## config.mk

```make
export PLATFORM = sky130hd
export DESIGN_NAME = seq_fixed_point_div_flat
export DESIGN_NICKNAME = d
export VERILOG_FILES = /design/src/rtl/fxdiv_pkg.sv /design/src/rtl/seq_fixed_point_div_if.sv /design/src/rtl/fxdiv_sat_round.sv /design/src/rtl/seq_fixed_point_div.sv /design/src/flat_wrapper.sv
export SDC_FILE = /design/constraint.sdc
export NUM_CORES = 1
export LEC_CHECK = 0
export BUFFER_PORTS_ARGS = -buffer_cell sky130_fd_sc_hd__buf_4
export CAP_MARGIN = 20
export CORE_MARGIN = 2
export CORE_UTILIZATION = 36
export CTS_BUF_LIST = sky130_fd_sc_hd__clkbuf_2
export DETAILED_ROUTE_END_ITERATION = 8
export HOLD_SLACK_MARGIN = 0.03
export MAX_ROUTING_LAYER = met4
export PLACE_DENSITY = 0.53
export SYNTH_ARGS = -nofsm -noshare
export SYNTH_HDL_FRONTEND = slang
export SYNTH_SLANG_ARGS = --single-unit
```

## constraint.sdc

```tcl
create_clock -name clk -period 4.5 [get_ports clk]
set_input_delay 0.9 -clock clk [delete_from_list [all_inputs] [get_ports clk]]
set_output_delay 0.9 -clock clk [all_outputs]
set_load 0.1 [all_outputs]
```

## src/rtl/fxdiv_pkg.sv

```systemverilog
// Shared types and helpers for the fixed-point divider family: FSM state codes, iteration count
// and saturation constants.
package fxdiv_pkg;

  typedef logic [1:0] fxdiv_state_t;

  localparam fxdiv_state_t StIdle = 2'd0;
  localparam fxdiv_state_t StCalc = 2'd1;
  localparam fxdiv_state_t StDone = 2'd2;

  // Result bits plus one guard bit for rounding.
  function automatic int fxdiv_niter(int woi, int wof);
    return woi + wof + 1;
  endfunction

  function automatic logic [63:0] fxdiv_max_pos(int w);
    return (64'd1 << (w - 1)) - 64'd1;
  endfunction

  function automatic logic [63:0] fxdiv_min_neg(int w);
    return 64'd1 << (w - 1);
  endfunction

endpackage

```

## src/rtl/seq_fixed_point_div_if.sv

```systemverilog
// Operand/result handshake bundle for seq_fixed_point_div. The master drives operands and
// out_ready; the slave (divider) drives in_ready and the result.
interface seq_fixed_point_div_if #(
  parameter int unsigned WA = 16,
  parameter int unsigned WB = 16,
  parameter int unsigned WO = 16
);
  logic          in_valid;
  logic          in_ready;
  logic [WA-1:0] dividend;
  logic [WB-1:0] divisor;
  logic          out_valid;
  logic          out_ready;
  logic [WO-1:0] out;
  logic          overflow;
  logic          div0;

  modport master (
    output in_valid, dividend, divisor, out_ready,
    input  in_ready, out_valid, out, overflow, div0
  );

  modport slave (
    input  in_valid, dividend, divisor, out_ready,
    output in_ready, out_valid, out, overflow, div0
  );
endinterface

```

## src/rtl/fxdiv_sat_round.sv

```systemverilog
// Combinational rounding and saturation of an unsigned quotient magnitude into a signed
// two's-complement result.
module fxdiv_sat_round
  import fxdiv_pkg::*;
#(
  parameter int unsigned Width = 16,
  parameter bit          Round = 1'b1
) (
  input  logic [Width-1:0] mag_i,
  input  logic             guard_i,
  input  logic             neg_i,
  input  logic             ovf_i,
  output logic [Width-1:0] out_o,
  output logic             ovf_o
);
  localparam logic [Width-1:0] MaxPos = Width'(fxdiv_max_pos(Width));
  localparam logic [Width-1:0] MinNeg = Width'(fxdiv_min_neg(Width));

  logic [Width:0] mag_r;
  logic           sat;

  always_comb begin
    // Extra top bit keeps the rounding carry visible to the saturation test.
    mag_r = {1'b0, mag_i} + {{Width{1'b0}}, Round & guard_i};
    if (neg_i) begin
      sat   = ovf_i || (mag_r > {1'b0, MinNeg});
      out_o = sat ? MinNeg : -mag_r[Width-1:0];
    end else begin
      sat   = ovf_i || (mag_r > {1'b0, MaxPos});
      out_o = sat ? MaxPos : mag_r[Width-1:0];
    end
    ovf_o = sat;
  end

endmodule

```

## src/rtl/seq_fixed_point_div.sv

```systemverilog
// Iterative signed fixed-point divider, one quotient bit per cycle, with valid/ready on both sides.
// Optional macro FXDIV_ABORT_EN adds an abort input that drops an operation in flight.
module seq_fixed_point_div
  import fxdiv_pkg::*;
#(
  parameter int WIIA  = 8,
  parameter int WIFA  = 8,
  parameter int WIIB  = 8,
  parameter int WIFB  = 8,
  parameter int WOI   = 8,
  parameter int WOF   = 8,
  parameter int ROUND = 1
) (
  input logic clk,
  input logic rst,
`ifdef FXDIV_ABORT_EN
  input logic abort,
`endif
  seq_fixed_point_div_if.slave bus
);
  localparam int WA    = WIIA + WIFA;
  localparam int WB    = WIIB + WIFB;
  localparam int WM    = WOI + WOF;
  localparam int NITER = fxdiv_niter(WOI, WOF);
  // Numerator scaling so the integer quotient carries WOF fraction bits plus the guard bit.
  localparam int S     = WIFB - WIFA + WOF + 1;
  localparam int SP    = (S > 0) ? S : 0;
  localparam int SN    = (S < 0) ? -S : 0;
  localparam int WX    = WA + WB + SP + NITER;
  localparam int CW    = $clog2(NITER);

  fxdiv_state_t      state_q, state_d;
  logic [CW-1:0]     cnt_q, cnt_d;
  logic [NITER-1:0]  acc_q, acc_d;
  logic [WB-1:0]     rem_q, rem_d;
  logic [WB-1:0]     b_q, b_d;
  logic              neg_q, neg_d;
  logic              ovf_q, ovf_d;
  logic              div0_q, div0_d;

  logic              a_neg, b_neg;
  logic [WA-1:0]     a_mag;
  logic [WB-1:0]     b_mag;
  logic [WX-1:0]     x_full, x_hi;
  logic [WB:0]       rem2;
  logic [WM-1:0]     res;
  logic              res_ovf;

  always_comb begin
    a_neg  = bus.dividend[WA-1];
    b_neg  = bus.divisor[WB-1];
    a_mag  = a_neg ? -bus.dividend : bus.dividend;
    b_mag  = b_neg ? -bus.divisor : bus.divisor;
    x_full = (WX'(a_mag) << SP) >> SN;
    // Bits above the iterated window; if they already reach the divisor the quotient overflows.
    x_hi   = x_full >> NITER;
    rem2   = {rem_q, acc_q[NITER-1]};

    state_d = state_q;
    cnt_d   = cnt_q;
    acc_d   = acc_q;
    rem_d   = rem_q;
    b_d     = b_q;
    neg_d   = neg_q;
    ovf_d   = ovf_q;
    div0_d  = div0_q;

    case (state_q)
      StIdle: begin
        if (bus.in_valid) begin
          b_d    = b_mag;
          cnt_d  = '0;
          div0_d = (b_mag == '0);
          if (b_mag == '0) begin
            state_d = StDone;
            acc_d   = '0;
            neg_d   = a_neg;
            ovf_d   = (a_mag != '0);
          end else begin
            state_d = StCalc;
            acc_d   = x_full[NITER-1:0];
            rem_d   = x_hi[WB-1:0];
            neg_d   = (a_neg ^ b_neg) && (a_mag != '0);
            ovf_d   = (x_hi >= WX'(b_mag));
          end
        end
      end
      StCalc: begin
        // acc shifts numerator bits out the top and quotient bits in at the bottom.
        if (rem2 >= {1'b0, b_q}) begin
          rem_d = rem2[WB-1:0] - b_q;
          acc_d = {acc_q[NITER-2:0], 1'b1};
        end else begin
          rem_d = rem2[WB-1:0];
          acc_d = {acc_q[NITER-2:0], 1'b0};
        end
        cnt_d = cnt_q + CW'(1);
        if (cnt_q == CW'(NITER - 1)) begin
          state_d = StDone;
        end
      end
      StDone: begin
        if (bus.out_ready) begin
          state_d = StIdle;
        end
      end
      default: state_d = StIdle;
    endcase

`ifdef FXDIV_ABORT_EN
    if (abort && (state_q != StIdle)) begin
      state_d = StIdle;
    end
`endif
  end

  always_ff @(posedge clk) begin
    if (rst) begin
      state_q <= StIdle;
      cnt_q   <= '0;
      acc_q   <= '0;
      rem_q   <= '0;
      b_q     <= '0;
      neg_q   <= 1'b0;
      ovf_q   <= 1'b0;
      div0_q  <= 1'b0;
    end else begin
      state_q <= state_d;
      cnt_q   <= cnt_d;
      acc_q   <= acc_d;
      rem_q   <= rem_d;
      b_q     <= b_d;
      neg_q   <= neg_d;
      ovf_q   <= ovf_d;
      div0_q  <= div0_d;
    end
  end

  fxdiv_sat_round #(
    .Width(WM),
    .Round(ROUND != 0)
  ) u_sat_round (
    .mag_i  (acc_q[NITER-1:1]),
    .guard_i(acc_q[0]),
    .neg_i  (neg_q),
    .ovf_i  (ovf_q),
    .out_o  (res),
    .ovf_o  (res_ovf)
  );

  assign bus.in_ready  = (state_q == StIdle);
  assign bus.out_valid = (state_q == StDone);
  assign bus.out       = res;
  assign bus.overflow  = res_ovf;
  assign bus.div0      = div0_q;

endmodule

```

## src/flat_wrapper.sv

```systemverilog
// flat-port wrapper written by rule: the top's interface ports become plain ports
module seq_fixed_point_div_flat import fxdiv_pkg::*;
#(
  parameter int WIIA  = 8,
  parameter int WIFA  = 8,
  parameter int WIIB  = 8,
  parameter int WIFB  = 8,
  parameter int WOI   = 8,
  parameter int WOF   = 8,
  parameter int ROUND = 1
)
  (clk, rst, bus_in_valid, bus_dividend, bus_divisor, bus_out_ready, bus_in_ready, bus_out_valid, bus_out, bus_overflow, bus_div0);
  seq_fixed_point_div_if #(.WA(16), .WB(16), .WO(16)) bus_i ();
  input logic clk;
  input logic rst;
  input wire logic [$bits(bus_i.in_valid)-1:0] bus_in_valid;
  input wire logic [$bits(bus_i.dividend)-1:0] bus_dividend;
  input wire logic [$bits(bus_i.divisor)-1:0] bus_divisor;
  input wire logic [$bits(bus_i.out_ready)-1:0] bus_out_ready;
  output wire logic [$bits(bus_i.in_ready)-1:0] bus_in_ready;
  output wire logic [$bits(bus_i.out_valid)-1:0] bus_out_valid;
  output wire logic [$bits(bus_i.out)-1:0] bus_out;
  output wire logic [$bits(bus_i.overflow)-1:0] bus_overflow;
  output wire logic [$bits(bus_i.div0)-1:0] bus_div0;
  assign bus_i.in_valid = bus_in_valid;
  assign bus_i.dividend = bus_dividend;
  assign bus_i.divisor = bus_divisor;
  assign bus_i.out_ready = bus_out_ready;
  assign bus_in_ready = bus_i.in_ready;
  assign bus_out_valid = bus_i.out_valid;
  assign bus_out = bus_i.out;
  assign bus_overflow = bus_i.overflow;
  assign bus_div0 = bus_i.div0;
  seq_fixed_point_div #(.WIIA(WIIA), .WIFA(WIFA), .WIIB(WIIB), .WIFB(WIFB), .WOI(WOI), .WOF(WOF), .ROUND(ROUND)) u_core (.clk(clk), .rst(rst), .bus(bus_i));
endmodule
```

Word-level counts from Yosys, hierarchy flattened. Cells that the tools add are included.

Output and inout port bits: 20. Input port bits: 36. Word-level logic and storage cells: 60. Bits in registers: 59.

Bitwise gates (word level): 1. Multiplexer cells: 23. Order comparisons: 4. Reductions and logical operators: 11. Equality and inequality tests: 7. Add/subtract/negate cells: 6.

Operators by type and width (number): 2-to-1 mux 16 bit (8); negation 16 bit (3); 2-to-1 mux 17 bit (2); one-hot mux 17 bit (2 select lines) (1); one-hot mux 16 bit (2 select lines) (1); adder 16 x 1 -> 17 bit (1); >= comparator 17 x 16 -> 1 bit (1); > comparator 17 x 15 -> 1 bit (second input constant) (1); > comparator 17 x 16 -> 1 bit (second input constant) (1); >= comparator 8 x 16 -> 1 bit (1); logical NOT 16 bit (1); nonzero test 16 bit (1); subtractor 16 bit (1); one-hot mux 5 bit (2 select lines) (1); 2-to-1 mux 2 bit (4); != test 2 bit (second input constant) (3); one-hot mux 2 bit (3 select lines) (1); AND reduction 3 bit (2); adder 5 x 1 -> 5 bit (second input constant) (1); == test 5 bit (second input constant) (1); 2-to-1 mux 5 bit (1); 2-to-1 mux 1 bit (4); AND reduction 2 bit (2); == test 2 x 1 -> 1 bit (second input constant) (1); other kinds (7) (8).

Depth between registers and ports, before layout.
Word-level depth: 6. Mapped depth: 14. Mapped depth without buffers: 14.

Cells and area by module. Synthesis repeated with hierarchy kept, for this count alone.

Cells, all modules: 711. Area, all modules: 5500.3 um^2.

By module, submodules not included: seq_fixed_point_div (times used 1, area an instance 4259.1 um^2, cells an instance 536, seq. area each 1181.1 um^2); fxdiv_sat_round (times used 1, area an instance 1241.2 um^2, cells an instance 175, seq. area each 0.0 um^2).

Least setup slack after synthesis. OpenSTA, ideal clock, no wires.

Kind: register to output. Start point: reg u_core.acc_q[0]. End point: out bus_overflow. Slack: -0.519 ns. Buffers on the path: 2. Cell stages (with the launch flop): 12. Data arrival time: 4.119 ns. Required time: 3.600 ns. Cells stage by stage: dfxtp_1 > ha_1 > clkbuf_1 > and4_1 > clkbuf_1 > and4_1 > o22ai_1 > nor4_1 > nand4_1 > nand2_1 > inv_1 > o21ai_0.

Word-level cells in the longest chain between the ends: 4. Elaborated cells between the ends (all ways): 6. Those cells by class: add/sub (1); order compare (2); mux (1); reduce/logical (2).

Ends and longest elaborated chain: start: declaration (RTL line seq_fixed_point_div.sv:34) `logic [NITER-1:0] acc_q, acc_d;`; start signal: assignment (RTL line seq_fixed_point_div.sv:121) `acc_q <= '0;`; start signal: assignment (RTL line seq_fixed_point_div.sv:130) `acc_q <= acc_d;`; adder 16 x 1 -> 17 bit (*) (RTL line fxdiv_sat_round.sv:24) `mag_r = {1'b0, mag_i} + {{Width{1'b0}}, Round & guard_i};`; > comparator 17 x 15 -> 1 bit / > comparator 17 x 16 -> 1 bit (equally long branches) (RTL line fxdiv_sat_round.sv:29, fxdiv_sat_round.sv:26); logical OR 1 bit, on equally long branches (RTL line fxdiv_sat_round.sv:29, fxdiv_sat_round.sv:26); 2-to-1 mux 1 bit (*) (RTL line fxdiv_sat_round.sv:25) `if (neg_i) begin`; end: declaration (RTL line flat_wrapper.sv:23) `output wire logic [$bits(bus_i.overflow)-1:0] bus_overflow;`.

Every way passes the cells marked *; elsewhere a longest branch is shown, timed or not.

Worst setup path in the final report.
Start point: reg u_core.acc_q[0]. End point: out bus_out[5].

Word-level cells in the longest chain between the ends: 5. Elaborated cells between the ends (all ways): 9. Those cells by class: add/sub (2); order compare (2); mux (3); reduce/logical (2).

Ends and longest elaborated chain: adder 16 x 1 -> 17 bit (*) (RTL line fxdiv_sat_round.sv:24); > comparator 17 x 15 -> 1 bit / > comparator 17 x 16 -> 1 bit (equally long branches) (RTL line fxdiv_sat_round.sv:29, fxdiv_sat_round.sv:26); logical OR 1 bit, on equally long branches (RTL line fxdiv_sat_round.sv:29, fxdiv_sat_round.sv:26); 2-to-1 mux 16 bit, on equally long branches (RTL line fxdiv_sat_round.sv:30, fxdiv_sat_round.sv:27); 2-to-1 mux 16 bit (*) (RTL line fxdiv_sat_round.sv:25); end: declaration (RTL line flat_wrapper.sv:22) `output wire logic [$bits(bus_i.out)-1:0] bus_out;`.

Marks and branches as above.

==> results.md <==
- Std cell rows: 45
- Post-synthesis sequential element count: 59
- Top post-synthesis cells by area: sky130_fd_sc_hd__dfxtp_1, sky130_fd_sc_hd__ha_1, sky130_fd_sc_hd__nor2_1, sky130_fd_sc_hd__xnor2_1, sky130_fd_sc_hd__a21oi_1
- Area enclosed by the die boundary: 16600 µm²
- Post-CTS Hold Buffers: 0
- Element type at the critical path start: flop
- Post-Syn Instances: 755
- Final instance count without filler cells: 975
- Status: completed
- Internal power: 1.17 mW
- Final Core Density: 0.426
- Sequential Power Share: 0.273
- Synth Area in Adders: 0.0750
- Syn Nets: 824
- Required arrival time at the worst endpoint: 3600 ps
- FILL cells: 1591
- Root buffer cell: sky130_fd_sc_hd__clkbuf_2
- Total clock buffers created by CTS: 9
- Wire length of the first global-routing pass: 26.6 mm
- Count of input and output buffers: 55
- Number of antenna violations at the first check in global routing: 1
- Final design instance area without fill: 6480 µm²
- Post-synthesis mux area share: 0.0288
- Vias: 5667
- Ratio of cells with drive above 1 in the final layout: 0.184
- Area share of xor/xnor cells in the synthesized design: 0.0859
- Cell area after synthesis: 5610 µm²
- Worst clock skew: 44.1 ps
- Area overhead of the layout relative to synthesis: 15.6%
- Clk pwr share: 0.155
- Setup TNS Final: 0 ps
- Number of detailed-routing iterations run before antenna repair: 6
- Register area: 1190 µm²
- Worst-path cell with the longest stage delay: sky130_fd_sc_hd__dfxtp_2
- Global routing usage summed across all routing layers: 0.199
- Number of global-route vias before repair: 5259
- Sink count of the clock tree: 59
- Worst Path Arrival: 3390 ps
- Register-to-Register Path Depth: 11
- RePlAce Congestion: 0.905
- Sw frac: 0.492
- Number of instances on the worst hold path: 2
- Path type of the worst setup path: reg -> out
- # H-tree levels: 3
- Initial Utilization: 0.369
- Number of failing setup endpoints in the final timing report: 0
- Power density over cell area: 357 nW/µm²
- Clock slew at reported path FFs: 210 ps
- Max cap viols: 0
- TritonCTS clock tree: done
- Total count of max-transition violations in the final report: 0
- Number of placed cells counting well taps: 953
- Hold Startpoint: u_core.bus.div0$_SDFFE_PP0P_
- Number of nets still failing antenna checks after routing: 0
- Final critical delay including setup and external delays: 4290 ps
- Number of nets in the final layout: 850
- Synth cell count leaders: sky130_fd_sc_hd__nor2_1, sky130_fd_sc_hd__dfxtp_1, sky130_fd_sc_hd__clkbuf_1, sky130_fd_sc_hd__nand2_1, sky130_fd_sc_hd__a21oi_1
- Average wire length per cell after detail routing: 16.4 µm
- PnR Total Power: 2.31 mW
- Top delay family on crit path: compound AO/OA/AOI/OAI gates
- Startpoint of the worst setup timing path: u_core.acc_q[0]$_SDFFE_PP0P_
- WP depth: 12
- Combinational Power Share: 0.572
- Portion of synthesized cell area occupied by the leading cell type: 0.211
- Ports placed on the boundary: 56
- Highest ir drop seen on vdd: 0.137 mV
- Number of synthesized flops with an enable pin: 0
- Crit-path max cell delay: 400 ps
- Most used DFF post-synth: sky130_fd_sc_hd__dfxtp_1
- Buffers plus inverters on the worst setup path: 1
- Combinational family with the most area after synthesis: compound AO/OA/AOI/OAI gates
- Proportion of synthesized chip area in sequential cells: 0.211
- Most repeated cell in the gate-level netlist after synthesis: sky130_fd_sc_hd__nor2_1
- Combined area of the multi-input logic cells: 4230 µm²
- Die outline width: 129 µm
- Number of design-rule violations left by the first detailed-router iteration: 424
- Cell type with the highest aggregate area in the netlist: sky130_fd_sc_hd__dfxtp_1
- CP max FO: 7
- Worst min-delay path category: reg -> reg
- Worst flop-to-flop path startpoint: u_core.b_q[12]$_SDFFE_PP0P_
- DRC errors left: 0
- Leakage power: 2.39 nW
- Worst slew pin tran: 693 ps
- Synthesis Warnings: 0
- RSZ-0062 raised after global routing: false
- Count of different cell masters after synthesis: 74
- DRT Wirelength: 16.0 mm
- Endpoint kind of the worst setup timing path: output pin
- Chip height: 129 µm
- Synth Area in Compound Gates: 0.285
- Placed cell area: 6180 µm²
- Final hold violation count: 0
- Gr ovfl total: 0
- Worst-case clock buffer depth: 2
- Cells along the critical path: ha_4 -> xor2_1 -> ha_1 -> nand4b_1 -> a211oi_1 -> o2111ai_1 -> nor4_2 -> nand4_1 -> and2_1 -> a21o_1 -> a22oi_1 -> buf_6
- Via density per instance: 5.81
- Synthesized-area fraction occupied by and/or/nand/nor cells: 0.251
- Core region area: 15200 µm²
- Proportion of register bits with asynchronous set or reset after synthesis: 0
- Period Utilization, post-route: 0.953
- Later-pin clock latency in the skew report: 500 ps
- Remaining max-slew budget at the tightest pin: 0.534
- Net load switching power: 1.14 mW
- Final HPWL DP: 12.1 mm
- Maximum number of pins on one net before global-route repair: 49
- Post-Synthesis Mean Instance Area: 7.43 µm²
- Highest Clock Rate: 0.233 GHz
==> power groups by stage <==
stage | registers, mW | logic, mW | clock network [mW]
3_5_place_dp | 0.641 | 1.29 | 0
5_1_grt | 0.641 | 1.44 | 0.396
2_1_floorplan | 0.609 | 1.04 | 0
6_report | 0.632 | 1.32 | 0.358
4_1_cts | 0.629 | 1.30 | 0.375
3_3_place_gp | 0.638 | 1.27 | 0
==> final timing paths <==
check	endpoint	slack (ps)
max	bus_out[5]	210
min	u_core.bus.div0$_SDFFE_PP0P_	490
max reg2reg	u_core.rem_q[3]$_SDFFE_PP0P_	1360
min reg2reg	u_core.bus.div0$_SDFFE_PP0P_	490
==> what timing repair did <==
action / 4_1_cts / 5_1_grt
buffers inserted: 0 / 5
gates resized for setup: 15 / 25
cloned: 0 / 0
hold endpoints to repair: 0 / 0
pin swaps: 0 / 4
endpoints found under the setup margin: 15 / 17
==> worst register-to-register path, stage by stage (launching register included) <==
cell and delay [ps]:
sky130_fd_sc_hd__dfxtp_1 380, sky130_fd_sc_hd__inv_1 70, sky130_fd_sc_hd__ha_1 370, sky130_fd_sc_hd__and3_1 230
sky130_fd_sc_hd__nand2_1 80, sky130_fd_sc_hd__nor4_1 400, sky130_fd_sc_hd__nor4_1 120, sky130_fd_sc_hd__a21oi_2 440
sky130_fd_sc_hd__buf_4 330, sky130_fd_sc_hd__nor2_1 60, sky130_fd_sc_hd__a311o_1 330, sky130_fd_sc_hd__a32o_1 240
==> logic make-up after synthesis <==
logic type | Yosys count
and+or+nand+nor | 272
buffers and inverters | 94
muxes | 16
adders and majority gates | 33
DFF | 59
AOI/OAI and AO/OA | 226
xor gates and xnor gates | 55
==> state kept, by name, indices dropped and copies added, names as in the netlist <==
signal,count
u_core.neg_q,1
u_core.acc_q,17
u_core.cnt_q,5
u_core.ovf_q,1
u_core.rem_q,16
u_core.bus.div0,1
u_core.state_q,2
u_core.b_q,16
==> layer usage <==
metal | track usage | up-vias | routed length [µm]
met5 | - | - | 0
met4 | 0.0460 | 0 | 150
met3 | 0.0254 | 16 | 734
met2 | 0.301 | 147 | 7060
met1 | 0.284 | 2650 | 8000
li1 | - | 2854 | -
==> per-stage QoR <==
stage,setup WS [ps],hold slack [ps]
finish,213,494
global route,32.0,523
CTS,2.42,500
detailed placement,356,475
global placement,434,465
floorplan,-255,436
==> cell usage in the layout, fill, tap and decap left out, drive strengths merged, types with 8 or more instances in the layout <==
master	netlist	final
nand4	15	15
nand3	12	12
ha	32	32
dfxtp	59	59
xor2	24	24
nor2	83	83
clkbuf	49	9
o41ai	10	10
nand2b	10	10
or2	8	8
nor2b	11	11
or3	14	14
nor4	12	12
a21oi	43	43
o21ai	41	41
buf	5	69
inv	40	41
xnor2	31	31
o31ai	12	12
nand2	44	44
mux2i	15	15
a22oi	15	15
a211oi	21	21
nor3	30	30
a31oi	8	8
==> area by class of cell <==
| type | instances | area share |
|---|---|---|
| Antenna cell | 1 | 0.000386 |
| Clock buffer | 9 | 0.00695 |
| Clock inverter | 7 | 0.0120 |
| Inverter | 40 | 0.0232 |
| Multi-Input combinational cell | 602 | 0.652 |
| Sequential cell | 59 | 0.184 |
| Tap cell | 188 | 0.0363 |
| Timing Repair Buffer | 69 | 0.0851 |
No activity file was read; power rests on OpenSTA's default activity.
